`src/rtl/keypad_scanner_if.sv`:
```
// rtl/keypad_scanner_if.sv - keypad pin and game-side signal bundle for keypad_scanner
interface keypad_scanner_if;
   logic [3:0] row_in;
   logic       hold_off;
   logic [3:0] col_out;
   logic [3:0] keypad_data;
   logic       keypad_enable;
   logic       key_held;

   modport master (
      input  row_in,
      input  hold_off,
      output col_out,
      output keypad_data,
      output keypad_enable,
      output key_held
   );

   modport slave (
      output row_in,
      output hold_off,
      input  col_out,
      input  keypad_data,
      input  keypad_enable,
      input  key_held
   );
endinterface

```
`src/rtl/keypad_scanner.sv`:
```
// rtl/keypad_scanner.sv - 4x4 keypad column scanner with ghost rejection and press/release debounce
module keypad_scanner #(
   parameter int SCAN_DIV = 5000,
   parameter int DEBOUNCE = 4
) (
   input  logic clk,
   input  logic reset,
   keypad_scanner_if.master bus
);
   localparam int               DIV_W    = (SCAN_DIV > 2) ? $clog2(SCAN_DIV) : 1;
   localparam logic [DIV_W-1:0] DIV_LAST = DIV_W'(SCAN_DIV - 1);
   localparam logic [3:0]       DEB      = 4'(DEBOUNCE);

   typedef enum logic [1:0] {S_IDLE, S_DEB_PRESS, S_PRESSED, S_DEB_REL} state_t;

   state_t           r_state, w_state_nx;
   logic [DIV_W-1:0] r_div;
   logic [1:0]       r_col;
   logic [1:0]       r_hits;
   logic [3:0]       r_first;
   logic [3:0]       r_cnt, w_cnt_nx;
   logic [3:0]       r_cand, w_cand_nx;
   logic [3:0]       r_data;
   logic             r_en;
   logic             r_held;

   logic       w_tick, w_frame_end;
   logic [2:0] w_col_hits, w_sum;
   logic [1:0] w_col_row, w_hits_nx;
   logic [3:0] w_first_nx;
   logic       w_is_key, w_is_none, w_accept, w_release;

   assign w_tick      = (r_div == DIV_LAST);
   assign w_frame_end = w_tick && (r_col == 2'd3);

   // Lowest pressed row of the driven column is the one kept as a first-hit code.
   always_comb begin
      w_col_hits = 3'd0;
      w_col_row  = 2'd0;
      for (int r = 3; r >= 0; r--) begin
         if (!bus.row_in[r]) begin
            w_col_hits = w_col_hits + 3'd1;
            w_col_row  = 2'(r);
         end
      end
   end

   assign w_sum      = {1'b0, r_hits} + w_col_hits;
   assign w_hits_nx  = (w_sum >= 3'd2) ? 2'd2 : w_sum[1:0];
   assign w_first_nx = ((r_hits == 2'd0) && (w_col_hits != 3'd0)) ? {w_col_row, r_col} : r_first;
   assign w_is_none  = (w_hits_nx == 2'd0);
   assign w_is_key   = (w_hits_nx == 2'd1);

   always_ff @(posedge clk or negedge reset) begin
      if (!reset) begin
         r_div   <= '0;
         r_col   <= 2'd0;
         r_hits  <= 2'd0;
         r_first <= 4'd0;
      end else if (w_tick) begin
         r_div <= '0;
         r_col <= r_col + 2'd1;
         if (r_col == 2'd3) begin
            r_hits  <= 2'd0;
            r_first <= 4'd0;
         end else begin
            r_hits  <= w_hits_nx;
            r_first <= w_first_nx;
         end
      end else begin
         r_div <= r_div + DIV_W'(1);
      end
   end

   always_comb begin
      w_state_nx = r_state;
      w_cnt_nx   = r_cnt;
      w_cand_nx  = r_cand;
      w_accept   = 1'b0;
      w_release  = 1'b0;
      if (w_frame_end) begin
         case (r_state)
            S_IDLE: begin
               if (w_is_key) begin
                  w_cand_nx = w_first_nx;
                  if (DEB == 4'd1) begin
                     w_accept   = 1'b1;
                     w_cnt_nx   = 4'd0;
                     w_state_nx = S_PRESSED;
                  end else begin
                     w_cnt_nx   = 4'd1;
                     w_state_nx = S_DEB_PRESS;
                  end
               end
            end
            S_DEB_PRESS: begin
               if (w_is_key && (w_first_nx == r_cand)) begin
                  if (r_cnt + 4'd1 >= DEB) begin
                     w_accept   = 1'b1;
                     w_cnt_nx   = 4'd0;
                     w_state_nx = S_PRESSED;
                  end else begin
                     w_cnt_nx = r_cnt + 4'd1;
                  end
               end else if (w_is_key) begin
                  w_cand_nx = w_first_nx;
                  w_cnt_nx  = 4'd1;
               end else begin
                  w_cnt_nx   = 4'd0;
                  w_state_nx = S_IDLE;
               end
            end
            S_PRESSED: begin
               if (w_is_none) begin
                  if (DEB == 4'd1) begin
                     w_release  = 1'b1;
                     w_cnt_nx   = 4'd0;
                     w_state_nx = S_IDLE;
                  end else begin
                     w_cnt_nx   = 4'd1;
                     w_state_nx = S_DEB_REL;
                  end
               end
            end
            S_DEB_REL: begin
               if (!w_is_none) begin
                  w_cnt_nx   = 4'd0;
                  w_state_nx = S_PRESSED;
               end else if (r_cnt + 4'd1 >= DEB) begin
                  w_release  = 1'b1;
                  w_cnt_nx   = 4'd0;
                  w_state_nx = S_IDLE;
               end else begin
                  w_cnt_nx = r_cnt + 4'd1;
               end
            end
            default: begin
               w_cnt_nx   = 4'd0;
               w_state_nx = S_IDLE;
            end
         endcase
      end
   end

   always_ff @(posedge clk or negedge reset) begin
      if (!reset) begin
         r_state <= S_IDLE;
         r_cnt   <= 4'd0;
         r_cand  <= 4'd0;
         r_data  <= 4'd0;
         r_en    <= 1'b0;
         r_held  <= 1'b0;
      end else begin
         r_state <= w_state_nx;
         r_cnt   <= w_cnt_nx;
         r_cand  <= w_cand_nx;
         r_en    <= w_accept && !bus.hold_off;
         if (w_accept) begin
            r_data <= w_first_nx;
            r_held <= 1'b1;
         end else if (w_release) begin
            r_held <= 1'b0;
         end
      end
   end

   assign bus.col_out       = ~(4'b0001 << r_col);
   assign bus.keypad_data   = r_data;
   assign bus.keypad_enable = r_en;
   assign bus.key_held      = r_held;
endmodule

```
`src/flat_wrapper.sv`:
```
// flat-port wrapper written by rule: the top's interface ports become plain ports
module keypad_scanner_flat 
#(
   parameter int SCAN_DIV = 5000,
   parameter int DEBOUNCE = 4
)
  (clk, reset, bus_row_in, bus_hold_off, bus_col_out, bus_keypad_data, bus_keypad_enable, bus_key_held);
  keypad_scanner_if bus_i ();
  input  logic clk;
  input  logic reset;
  input wire logic [$bits(bus_i.row_in)-1:0] bus_row_in;
  input wire logic [$bits(bus_i.hold_off)-1:0] bus_hold_off;
  output wire logic [$bits(bus_i.col_out)-1:0] bus_col_out;
  output wire logic [$bits(bus_i.keypad_data)-1:0] bus_keypad_data;
  output wire logic [$bits(bus_i.keypad_enable)-1:0] bus_keypad_enable;
  output wire logic [$bits(bus_i.key_held)-1:0] bus_key_held;
  assign bus_i.row_in = bus_row_in;
  assign bus_i.hold_off = bus_hold_off;
  assign bus_col_out = bus_i.col_out;
  assign bus_keypad_data = bus_i.keypad_data;
  assign bus_keypad_enable = bus_i.keypad_enable;
  assign bus_key_held = bus_i.key_held;
  keypad_scanner #(.SCAN_DIV(SCAN_DIV), .DEBOUNCE(DEBOUNCE)) u_core (.clk(clk), .reset(reset), .bus(bus_i));
endmodule
```
`config.mk`:
```
export PLATFORM = sky130hd
export DESIGN_NAME = keypad_scanner_flat
export DESIGN_NICKNAME = d
export VERILOG_FILES = /design/src/rtl/keypad_scanner_if.sv /design/src/rtl/keypad_scanner.sv /design/src/flat_wrapper.sv
export SDC_FILE = /design/constraint.sdc
export NUM_CORES = 1
export LEC_CHECK = 0
export BUFFER_PORTS_ARGS = -buffer_cell sky130_fd_sc_hd__buf_2
export CAP_MARGIN = 40
export CELL_PAD_IN_SITES_DETAIL_PLACEMENT = 0
export CELL_PAD_IN_SITES_GLOBAL_PLACEMENT = 1
export CORE_MARGIN = 5
export CORE_UTILIZATION = 24
export CTS_BUF_LIST = sky130_fd_sc_hd__clkbuf_4 sky130_fd_sc_hd__clkbuf_8
export DETAILED_ROUTE_END_ITERATION = 16
export PLACE_DENSITY = 0.57
export RECOVER_POWER = 50
export SLEW_MARGIN = 20
export SYNTH_ARGS = -nofsm -noshare
export SYNTH_HDL_FRONTEND = slang
export SYNTH_SLANG_ARGS = --single-unit
```
`constraint.sdc`:
```
create_clock -name clk -period 5.87 [get_ports clk]
set_input_delay 0.587 -clock clk [delete_from_list [all_inputs] [get_ports clk]]
set_output_delay 0.587 -clock clk [all_outputs]
set_load 0.05 [all_outputs]
```
==> impl_metrics.py <==
metrics = {
    "routing": {
        "drt_iter0_drc": 45,
        "detail-route-antenna-nets": 0,
        "viasPerCell": 4.56,
        "avgRoutedWirePerCell_um": 13.5,
        "num_vias": 1618,
        "dr.pass1.iters": 4,
        "drt_wl_total_mm": 4.78,
        "drcViolationCount": 0,
    },
    "sta": {
        "tightest_slew_ns": 1.66,
        "relSlewSlack_pct": -10.4,
        "drv_slew": 31,
        "postLayoutSetupSlackWorst_ns": 1.81,
        "post-route-period-util_pct": 69.2,
        "fin_setup_tns_ns": 0,
        "fmaxAchievable_mhz": 246,
        "finalSetupViolations": 0,
        "skew_ns": 0.00916,
        "fin_crit_ns": 4.06,
        "rsz0062_at_grt": "false",
        "hold_viol": 0,
    },
    "yosys": {
        "synth-seq-area-share_pct": 42.1,
        "synth_area_per_cell_um2": 9.91,
        "syn_inst": 222,
        "yosys_warnings": 0,
        "synth_compound_area_share_pct": 11.3,
        "netlist_area_mm2": 0.00220,
        "ys.flop_type": "dfrtp_1",
        "synth-xor-area-share_pct": 8.58,
        "synth_top_cell_by_area": "dfrtp_1",
        "synth_cell_types": 53,
        "synth_top_area_share_pct": 42.1,
        "synth-simple-area-share_pct": 19.4,
        "synthMuxAreaShare_pct": 6.71,
        "synthAdderAreaFrac_pct": 7.73,
        "yosys_register_bits": 37,
        "synth_nets": 242,
        "ys_top_cells_by_area": "dfrtp_1 42%, ha_1 6.8%, xnor2_1 5.2%",
        "synth_top_family_by_area": "simple AND/OR/NAND/NOR gates",
        "async_flop_share_pct": 100,
        "synth-edff-count": 0,
    },
    "run_status": {
        "status": "complete, but fails checks",
        "violations": "capacitance limit, slew limit",
    },
    "critical_path": {
        "start_kind": "input port",
        "critical_path.startpoint": "bus_row_in[2]",
        "worstPathRequired_ns": 6.04,
        "cpMostUsedCell": "ha_1",
        "r2r_start": "u_core.r_hits[0]",
        "worstPathArrival_ns": 4.23,
        "crit_family": "multiplexers",
        "path_class": "input port to flop",
        "critical_path.max_stage_delay_ns": 0.55,
        "cp_max_fo": 8,
        "end_kind": "flop",
        "slowest_stage": "or3_1",
        "cp_cell_sequence": "buf_2, inv_1, ha_1, xnor2_1, ha_1, or2_0, mux4_2, o21ai_2, mux2i_1, o221ai_2, or3_1, mux2_4",
        "critPathBufInv": 2,
    },
    "clock_network": {
        "insertion_delay_ns": 0.29,
        "ctsResizeCount": 0,
        "cts_root_buffer": "clkbuf_8",
        "cts_made_buffers": 5,
        "cts_max_level": 2,
        "cts_setup_buffers": 0,
        "cts_hold_buf": 0,
        "clock_path_buffers": 2,
        "cts_tree": "yes",
        "path_clk_slew_ns": 0.08,
        "cts_sinks": 37,
    },
    "die": {
        "die_h_um": 106,
        "fp.coreArea_mm2": 0.00911,
        "rows": 35,
        "initial_core_util_pct": 24.2,
        "boundaryPins": 17,
        "die_w_um": 106,
        "die_area_mm2": 0.0112,
    },
    "final_layout": {
        "final_cells": 355,
        "final_layout_size_suffix_gt1_share_pct": 14.8,
        "area_growth_pct": 13.8,
        "design_area_mm2": 0.00250,
        "antenna_cells": 0,
        "multi_input_area_mm2": 0.00118,
        "fillers": 999,
        "final_core_util_pct": 27.5,
        "ff_latch_area_um2": 926,
        "nets": 264,
    },
    "power": {
        "p_per_area_mw_per_mm2": 202,
        "vdd_ir_drop_max_uv": 75.0,
        "power_leakage_nw": 1.14,
    },
    "place": {
        "numPortBuffers": 16,
        "dp_hpwl_mm": 3.56,
        "post-place-ws_ns": 1.50,
        "dpl_cell_area_mm2": 0.00243,
        "dp.cells": 348,
        "place_congestion": 0.820,
    },
    "global_route": {
        "grt_start_max_net_pins": 31,
        "antenna_found_initial": 0,
        "grt_pass1_vias": 1691,
        "grt_overflow_total": 0,
        "grtUsageTotal_pct": 9.29,
        "grt_pass1_wl_mm": 8.47,
    },
    "min_path": {
        "min-delay-path-class": "input port to asynchronous set/reset pin",
    },
    "run": {
        "max_cap_violations": 1,
    },
}
-- logic make-up (layout without fill, tap and decap cells) --
family,count (synthesis),after routing
muxes,11,11
AOI/OAI and AO/OA,33,33
DFF,37,37
and+or+nand+nor,85,85
xor gates and xnor gates,20,20
buffers and inverters,23,45
adders and majority gates,13,13
-- where the power goes --
part / switching, mW / internal [mW]
Combinational: 0.0351 / 0.0238
Sequential: 0.00326 / 0.258
Clock: 0.0885 / 0.0979
-- per-stage QoR --
| step | power [mW] | hold WS (ns) |
|---|---|---|
| after floorplan | 0.309 | 0.291 |
| after global placement | 0.326 | 0.495 |
| after detailed placement | 0.328 | 0.453 |
| after CTS | 0.520 | 0.138 |
| after global routing | 0.535 | 0.235 |
| final | 0.506 | 0.194 |
-- cell type report --
cell class,instances,area share (%)
clock buffer,7,3.60
inverter,19,2.85
multi-input combinational,162,47.2
sequential,37,37.0
tap,111,5.54
timing repair buffer,19,3.90
-- metal layers --
layer,wire [um],share of wire (%),up-vias,track usage [%]
li1,-,-,811,-
met3,261,5.5,6,2.57
met4,74,1.5,0,3.15
met2,1990,42,38,13.7
met5,0,0,-,0
met1,2450,51,763,13.0
-- flip-flops by register name (all words and copies together), names as in the netlist --
signal and cells:
u_core.r_div 13, u_core.bus.keypad_data 4, u_core.r_cand 4, u_core.r_cnt 4
u_core.r_first 4, u_core.r_col 2, u_core.r_hits 2, u_core.r_state 2
u_core.bus.key_held 1, u_core.bus.keypad_enable 1
-- cells in the final DEF (no fill, tap or decap), drive strengths merged, types with 2 or more instances in the layout --
cell type / count
ha: 12
nand3: 14
a31oi: 4
mux2i: 2
dfrtp: 37
nand4: 2
o211ai: 2
a21oi: 3
nand2: 23
clkbuf: 9
nor2: 16
nor4: 2
or3: 3
or2: 3
xor2: 6
nand2b: 6
o21ai: 10
and3: 5
inv: 19
o31ai: 2
mux2: 8
a22o: 2
and2: 2
nor3: 4
buf: 17
xnor2: 13
-- final timing paths --
path                                              to  slack [ns]  depth (start not counted)
hold reg to reg                     u_core.r_cand[3]        0.52                          1
setup / recovery           u_core.bus.keypad_data[1]        1.81                         12
setup reg to reg           u_core.bus.keypad_data[1]        2.97                          8
max in group asynchronous           u_core.r_cand[2]        3.80                          2
hold / removal              u_core.bus.keypad_enable        0.19                          1
min in group clk            u_core.bus.keypad_enable        0.46                          2
-- Yosys cell counts (2+ instances only) --
master    instances
a21oi_1           2
nor2_1           16
clkbuf_1          3
nand4_1           2
nand2b_1          6
mux2i_1           2
and2_1            2
nand3_1          14
mux2_4            4
o21ai_0           7
and3_1            5
dfrtp_1          37
nor3_1            4
o211ai_1          2
mux2_1            3
inv_1            19
or3_1             3
a22o_1            2
o31ai_1           2
a31oi_1           3
xor2_1            6
xnor2_1          13
nand2_1          23
o21ai_1           2
ha_1             12
Note: power is estimated with default switching activity, not from simulation.
